$ cat config.mk
export PLATFORM = sky130hd
export DESIGN_NAME = key_debounce
export DESIGN_NICKNAME = d
export VERILOG_FILES = /design/src/rtl/key_debounce.sv
export SDC_FILE = /design/constraint.sdc
export NUM_CORES = 1
export LEC_CHECK = 0
export CELL_PAD_IN_SITES_DETAIL_PLACEMENT = 1
export CELL_PAD_IN_SITES_GLOBAL_PLACEMENT = 2
export CORE_ASPECT_RATIO = 2
export CORE_MARGIN = 2
export CORE_UTILIZATION = 44
export CTS_CLUSTER_DIAMETER = 60
export DETAILED_ROUTE_END_ITERATION = 7
export PLACE_DENSITY = 0.91
export SYNTH_ARGS = -nofsm -noshare
export SYNTH_HDL_FRONTEND = slang
export SYNTH_SLANG_ARGS = --single-unit
$ cat constraint.sdc
create_clock -name i_clk -period 6.7 [get_ports i_clk]
set_input_delay 1.005 -clock i_clk [delete_from_list [all_inputs] [get_ports i_clk]]
set_output_delay 1.005 -clock i_clk [all_outputs]
set_load 0.05 [all_outputs]
$ cat src/rtl/key_debounce.sv
// Per-channel key conditioner: two-flop synchronizer, bounce-rejecting level filter,
// press/release edge pulses and a single-shot long-press (hold) event.
module key_debounce #(
  parameter int NUM_KEYS        = 4,
  parameter int DEBOUNCE_CYCLES = 500000,
  parameter int HOLD_CYCLES     = 50000000
) (
  input  logic                i_clk,
  input  logic                i_rst_n,
  input  logic [NUM_KEYS-1:0] i_key,
  output logic [NUM_KEYS-1:0] o_level,
  output logic [NUM_KEYS-1:0] o_pressed,
  output logic [NUM_KEYS-1:0] o_released,
  output logic [NUM_KEYS-1:0] o_held
);

  localparam int DW = $clog2(DEBOUNCE_CYCLES);
  localparam int HW = $clog2(HOLD_CYCLES);
  localparam logic [DW-1:0] DEB_MAX  = DW'(DEBOUNCE_CYCLES - 1);
  localparam logic [HW-1:0] HOLD_MAX = HW'(HOLD_CYCLES - 1);

  for (genvar g = 0; g < NUM_KEYS; g++) begin : g_ch
    logic          sync1_r;
    logic          sync2_r;
    logic          sample_s;
    logic [DW-1:0] deb_cnt_r;
    logic [DW-1:0] deb_cnt_s;
    logic          level_r;
    logic          level_s;
    logic [HW-1:0] hold_cnt_r;
    logic [HW-1:0] hold_cnt_s;
    logic          fired_r;
    logic          fired_s;
    logic          held_s;
    logic          pressed_r;
    logic          released_r;
    logic          held_r;

    // Raw key is active-low; any disagreement with the accepted level must persist
    assign sample_s = ~sync2_r;

    // Next-state for the debounce filter and the long-press timer
    always_comb begin
      deb_cnt_s  = deb_cnt_r;
      level_s    = level_r;
      hold_cnt_s = hold_cnt_r;
      fired_s    = fired_r;
      held_s     = 1'b0;

      if (sample_s == level_r) begin
        deb_cnt_s = {DW{1'b0}};
      end else if (deb_cnt_r == DEB_MAX) begin
        level_s   = sample_s;
        deb_cnt_s = {DW{1'b0}};
      end else begin
        deb_cnt_s = deb_cnt_r + DW'(1);
      end

      // Timer freezes after firing so a long press yields exactly one event
      if (!level_r) begin
        hold_cnt_s = {HW{1'b0}};
        fired_s    = 1'b0;
      end else if (fired_r) begin
        hold_cnt_s = hold_cnt_r;
        fired_s    = 1'b1;
      end else if (hold_cnt_r == HOLD_MAX) begin
        held_s     = 1'b1;
        fired_s    = 1'b1;
      end else begin
        hold_cnt_s = hold_cnt_r + HW'(1);
      end
    end

    // State and registered event pulses
    always_ff @(posedge i_clk or negedge i_rst_n) begin
      if (!i_rst_n) begin
        sync1_r    <= 1'b1;
        sync2_r    <= 1'b1;
        deb_cnt_r  <= {DW{1'b0}};
        level_r    <= 1'b0;
        hold_cnt_r <= {HW{1'b0}};
        fired_r    <= 1'b0;
        pressed_r  <= 1'b0;
        released_r <= 1'b0;
        held_r     <= 1'b0;
      end else begin
        sync1_r    <= i_key[g];
        sync2_r    <= sync1_r;
        deb_cnt_r  <= deb_cnt_s;
        level_r    <= level_s;
        hold_cnt_r <= hold_cnt_s;
        fired_r    <= fired_s;
        pressed_r  <= level_s & ~level_r;
        released_r <= ~level_s & level_r;
        held_r     <= held_s;
      end
    end

    assign o_level[g]    = level_r;
    assign o_pressed[g]  = pressed_r;
    assign o_released[g] = released_r;
    assign o_held[g]     = held_r;
  end

endmodule
; ---- Word-level counts from Yosys, hierarchy flattened
; Index checks and enable logic that the tools add are counted.
[op_classes]
add_sub_neg = 8
n_eq_ne = 20
muxes = 48
bitwise = 20
n_reduce_logical = 4
[ops]
columns = op, count
row1 = $mux W26, 12
row2 = $mux W19, 8
row3 = $add A26 B1 Y26 const B, 4
row4 = $eq A26 B26 Y1 const B, 4
row5 = $add A19 B1 Y19 const B, 4
row6 = $eq A19 B19 Y1 const B, 4
row7 = $mux W1, 28
row8 = $ne A2 B2 Y1 const B, 8
row9 = $not A1 Y1, 12
row10 = $and A1 B1 Y1, 8
row11 = $reduce_and A2 Y1, 4
row12 = $eq A1 B1 Y1, 4
[word_totals]
regBits = 208
inputBits = 6
out_inout_bits = 16

; ---- Logic depth before layout (Yosys ltp)
[depth]
word_depth = 5
mapped_depth = 8

; ---- Worst setup path after synthesis
; No wires, ideal clock.
[synth_path]
path_kind = register -> register
startpoint = register g_ch[3].hold_cnt_r[8]
endpoint = register g_ch[3].hold_cnt_r[0]
setup_time_ns = 0.125
t_arrival_ns = 2.216
required_ns = 6.575
setup_slack_ns = 4.359
path_stages_with_launch = 7
n_path_buf = 1
synth_period_minus_slack_ns = 2.341
path_cell_list = dfrtp_1 or4_1 or3_1 or4_4 buf_6 nand2_4 mux2_4
[synth_via]
elab_chain_len = 3
[synth_rtl]
columns = element, line
row1 = "start, declared", 30  ; logic [HW-1:0] hold_cnt_r;
row2 = "start signal, assigned", 81  ; hold_cnt_r <= {HW{1'b0}};
row3 = "start signal, assigned", 91  ; hold_cnt_r <= hold_cnt_s;
row4 = $eq A26 B26 Y1, 66  ; end else if (hold_cnt_r == HOLD_MAX) begin
row5 = $ne A2 B2 Y1 (no source line), n/a
row6 = $reduce_and A2 Y1 (no source line), n/a
; Every way passes these cells.
; A chain may end at the register's enable or synchronous reset.

; ---- Final worst setup path
[layout_path]
startpoint = register g_ch[1].level_r
endpoint = output port o_level[1]
[layout_lines]
columns = element, line
row1 = "start, declared", 28  ; logic level_r;
row2 = "start signal, assigned", 90  ; level_r <= level_s;
row3 = "end, declared", 11  ; output logic [NUM_KEYS-1:0] o_level,
; No word-level cell between the ends.

==> qor.log <==
INFO  outcome        status=complete, no violations
INFO  layout         synthesis_to_finish_area_growth=9.93%
INFO  worst_hold_path holdPathEnd=g_ch[2].sync2_r$_DFF_PN1_
INFO  global_route   wire_length_of_the_first_global_routing_pass=41.8mm
INFO  power_and_ir_drop irDropWorstVdd=0.230mV
INFO  logic_synthesis edff_count_synth=0
INFO  worst_setup_path timing.critical_path.slowest_cell_delay=0.90ns
INFO  worst_setup_path crit_family=buffers and inverters
INFO  logic_synthesis synth_fp_nets=1073
INFO  sta            timing.hold.ws=0.355ns
INFO  sta            report.final.setup_viol=0
INFO  power_and_ir_drop switchingPower=0.544mW
INFO  worst_setup_path reg2reg_depth=5
INFO  logic_synthesis yosysWarnings=0
INFO  layout         layout_commonest_cell=dfrtp_1
INFO  worst_setup_path crit_path_cell_chain=clkdlybuf4s50_1
INFO  layout         post_route_cells_drive_above_1_share=0.0654
INFO  logic_synthesis ys_seq_area_frac=0.507
INFO  sta            hold_viol=0
INFO  route          detailroute.via_count=7805
INFO  clocking       post_cts_hold_buffer_count=0
INFO  clocking       post_cts_resize_count=0
INFO  worst_setup_path critical_path_arrival=2.07ns
INFO  sta            timing.max_slew.rel_slack=0.317
INFO  logic_synthesis postSynthCellCount=1059
INFO  global_route   grt-ovfl-total=0
INFO  route          vias_per_cell=5.76
INFO  clocking       clock_sinks=208
INFO  power_and_ir_drop fin_total_pwr=2.50mW
INFO  clocking       cts_buffers=21
INFO  sta            fin_ws=3.62ns
INFO  sta            worstMarginPinSlew=1.02ns
INFO  sta            finalClockSkew=0.00681ns
INFO  worst_hold_path min-delay-start=g_ch[2].sync1_r$_DFF_PN1_
INFO  route          detail_route.iter0.violations=280
INFO  worst_setup_path setup.worst_path.end_class=primary output
INFO  floorplan      die_h=220um
INFO  sta            fin_crit_sh=0.459
INFO  logic_synthesis synth_top_flop_cell=dfrtp_1
INFO  placement      global_placement_routability_congestion=0.792
INFO  worst_hold_path hold_path_class=flop to flop
INFO  flow_run       drv_cap=0
INFO  route          wirelength=24.2mm
INFO  logic_synthesis synth-seq-cells=208
INFO  worst_setup_path ff2ff_setup_slack=3.89ns
INFO  floorplan      pin_count=22
INFO  placement      place_ws=3.87ns
INFO  logic_synthesis syn-mean-instance-area=9.71squm
INFO  power_and_ir_drop leakage=4.58nW
INFO  power_and_ir_drop power.density_cell_area=221nW/um^2
INFO  placement      port_buffers=21
INFO  worst_setup_path worstReg2RegEnd=g_ch[3].hold_cnt_r[0]$_DFFE_PN0P_
INFO  clocking       cts_buffer_depth=3
INFO  power_and_ir_drop internal_power=1.96mW
INFO  worst_setup_path cpMaxStageDelayCell=clkdlybuf4s50_1
INFO  logic_synthesis synth_area=10300squm
INFO  sta            maxSlewViolCount=0
INFO  logic_synthesis yosysUniqueCellTypes=55
INFO  clocking       post_cts_buffers=0
INFO  layout         fill_cells=2623
INFO  worst_setup_path worst-endpoint-required=5.69ns
INFO  clocking       cts.clk_slew.worst_paths=0.06ns
INFO  clocking       tritoncts=done
INFO  power_and_ir_drop seq_power_share=0.509
INFO  sta            max_clock_freq=0.325GHz
INFO  sta            setup-tns-final=0ns
INFO  power_and_ir_drop clock_power_share=0.471
INFO  global_route   largest_net_degree_at_the_start_of_global_routing=94
INFO  worst_setup_path crit_fanout=16
INFO  placement      post-dp-hpwl=16.9mm
INFO  route          drtPass1Iterations=4
INFO  worst_setup_path timing.rr.start=g_ch[3].level_r$_DFF_PN0_
INFO  sta            final.min_clock_period=3.08ns
INFO  worst_setup_path path_buf_inv=1
INFO  floorplan      fp.dieW=112um
INFO  floorplan      placeable_core_region=23100squm
INFO  sta            grt_setup_unrepaired=false
INFO  power_and_ir_drop p_comb_frac=0.020
INFO  power_and_ir_drop switching_share=0.217
INFO  clocking       ctsHtreeMaxLevel=1
INFO  global_route   antenna_violations_before_repair=0
INFO  layout         mostFrequentLayoutCells=dfrtp_1 (200), nor2_1 (153), nand2_1 (86)
INFO  logic_synthesis synth_async_sr_flop_share=1.00
INFO  layout         fin_nets=1071
INFO  floorplan      effective_utilization_at_floorplan=0.445
INFO  floorplan      floorplan.rows=79
INFO  global_route   grt_pass1_vias=8620
INFO  floorplan      die-area=24700squm
INFO  worst_hold_path whs_path_depth=0
INFO  clocking       clock_root_buffer=clkbuf_16
INFO  route          drt_drc_violations_left=0
INFO  route          drt.antenna.violating_nets=0
INFO  global_route   gr-usage-all-layers=0.204
INFO  clocking       insertion_delay=0.51ns
INFO  layout         diode_count=0
INFO  worst_setup_path timing_worst_setup_path_type=flop to primary output
INFO  route          post_drt_wl_per_cell=17.9um
INFO  worst_setup_path start_kind=flop
worst max-delay path by stage:
| stage | startpoint | to | depth (start not counted) | slack (ns) |
|---|---|---|---|---|
| detailed placement | g_ch[3].level_r$_DFF_PN0_ | g_ch[3].hold_cnt_r[0]$_DFFE_PN0P_ | 5 | 3.87 |
| finish | g_ch[1].level_r$_DFF_PN0_ | o_level[1] | 1 | 3.62 |
| CTS | g_ch[1].level_r$_DFF_PN0_ | o_level[1] | 1 | 3.54 |
| floorplan | g_ch[3].hold_cnt_r[8]$_DFFE_PN0P_ | g_ch[3].hold_cnt_r[0]$_DFFE_PN0P_ | 6 | 4.36 |
| global route | g_ch[1].level_r$_DFF_PN0_ | o_level[1] | 1 | 3.55 |
| global placement | g_ch[3].level_r$_DFF_PN0_ | g_ch[3].hold_cnt_r[0]$_DFFE_PN0P_ | 5 | 3.96 |
final cells by class:
cell class	instances	area, sq um	area share
sequential	208	5220	0.461
clock buffer	29	616	0.0544
multi-input combinational	782	4730	0.418
clock inverter	8	71.3	0.00631
timing repair buffer	26	253	0.0224
tap	283	354	0.0313
inverter	18	67.6	0.00598
stage by stage:
stage,std cells,cell area (sq um),util
after floorplan,1059,10300,-
after global placement,1317,10600,0.459
after detailed placement,1317,10600,0.459
after CTS,1354,11300,0.489
after global routing,1354,11300,0.489
final,1354,11300,0.489
synth_stat cells, types with 10 or more instances:
cell | number | area share
a21oi_1 | 31 | 0.015
and3_1 | 22 | 0.013
and4_1 | 16 | 0.014
buf_4 | 18 | 0.013
clkbuf_1 | 24 | 0.0088
dfrtp_1 | 200 | 0.49
inv_1 | 18 | 0.0066
mux2i_1 | 13 | 0.013
nand2_1 | 86 | 0.031
nand2b_1 | 14 | 0.0085
nand3_1 | 74 | 0.036
nand4_1 | 56 | 0.034
nor2_1 | 153 | 0.056
nor3_1 | 19 | 0.0092
nor4_1 | 20 | 0.012
o21ai_0 | 33 | 0.016
o31ai_1 | 10 | 0.0073
or3_1 | 16 | 0.0097
or4_1 | 21 | 0.015
xnor2_1 | 48 | 0.041
xor2_1 | 77 | 0.066
state kept, by name, summed over array words and instances, names as in the netlist:
register,cells
g_ch.hold_cnt_r,104
g_ch.deb_cnt_r,76
g_ch.fired_r,4
g_ch.held_r,4
g_ch.level_r,4
g_ch.pressed_r,4
g_ch.released_r,4
g_ch.sync1_r,4
g_ch.sync2_r,4
power by group through the flow:
stage,Combinational (mW),Clock (mW),Sequential (mW)
final,0.0494,1.18,1.27
after global routing,0.0583,1.26,1.27
after CTS,0.0527,1.22,1.27
after detailed placement,0.0522,0,1.30
after global placement,0.0513,0,1.30
after floorplan,0.0173,0,1.30
routing by layer:
metal	GRT usage	up-vias	routed length, um
met5	0	-	0
li1	-	3679	-
met2	0.418	77	14300
met4	0.0813	0	762
met3	0.0225	47	459
met1	0.204	4002	8740
kinds of logic (layout without fill, tap and decap cells):
group | Yosys count | count (layout) | share of synthesized area
adder cells (fa/ha/maj) | 8 | 8 | 0.00973
flip-flops | 208 | 208 | 0.507
XOR/XNOR | 125 | 125 | 0.106
buffers and inverters | 69 | 81 | 0.0339
AND/OR/NAND/NOR | 551 | 551 | 0.281
AO/OA/AOI/OAI | 83 | 83 | 0.0464
multiplexers | 15 | 15 | 0.0152
(Power assumes the default switching activity.)
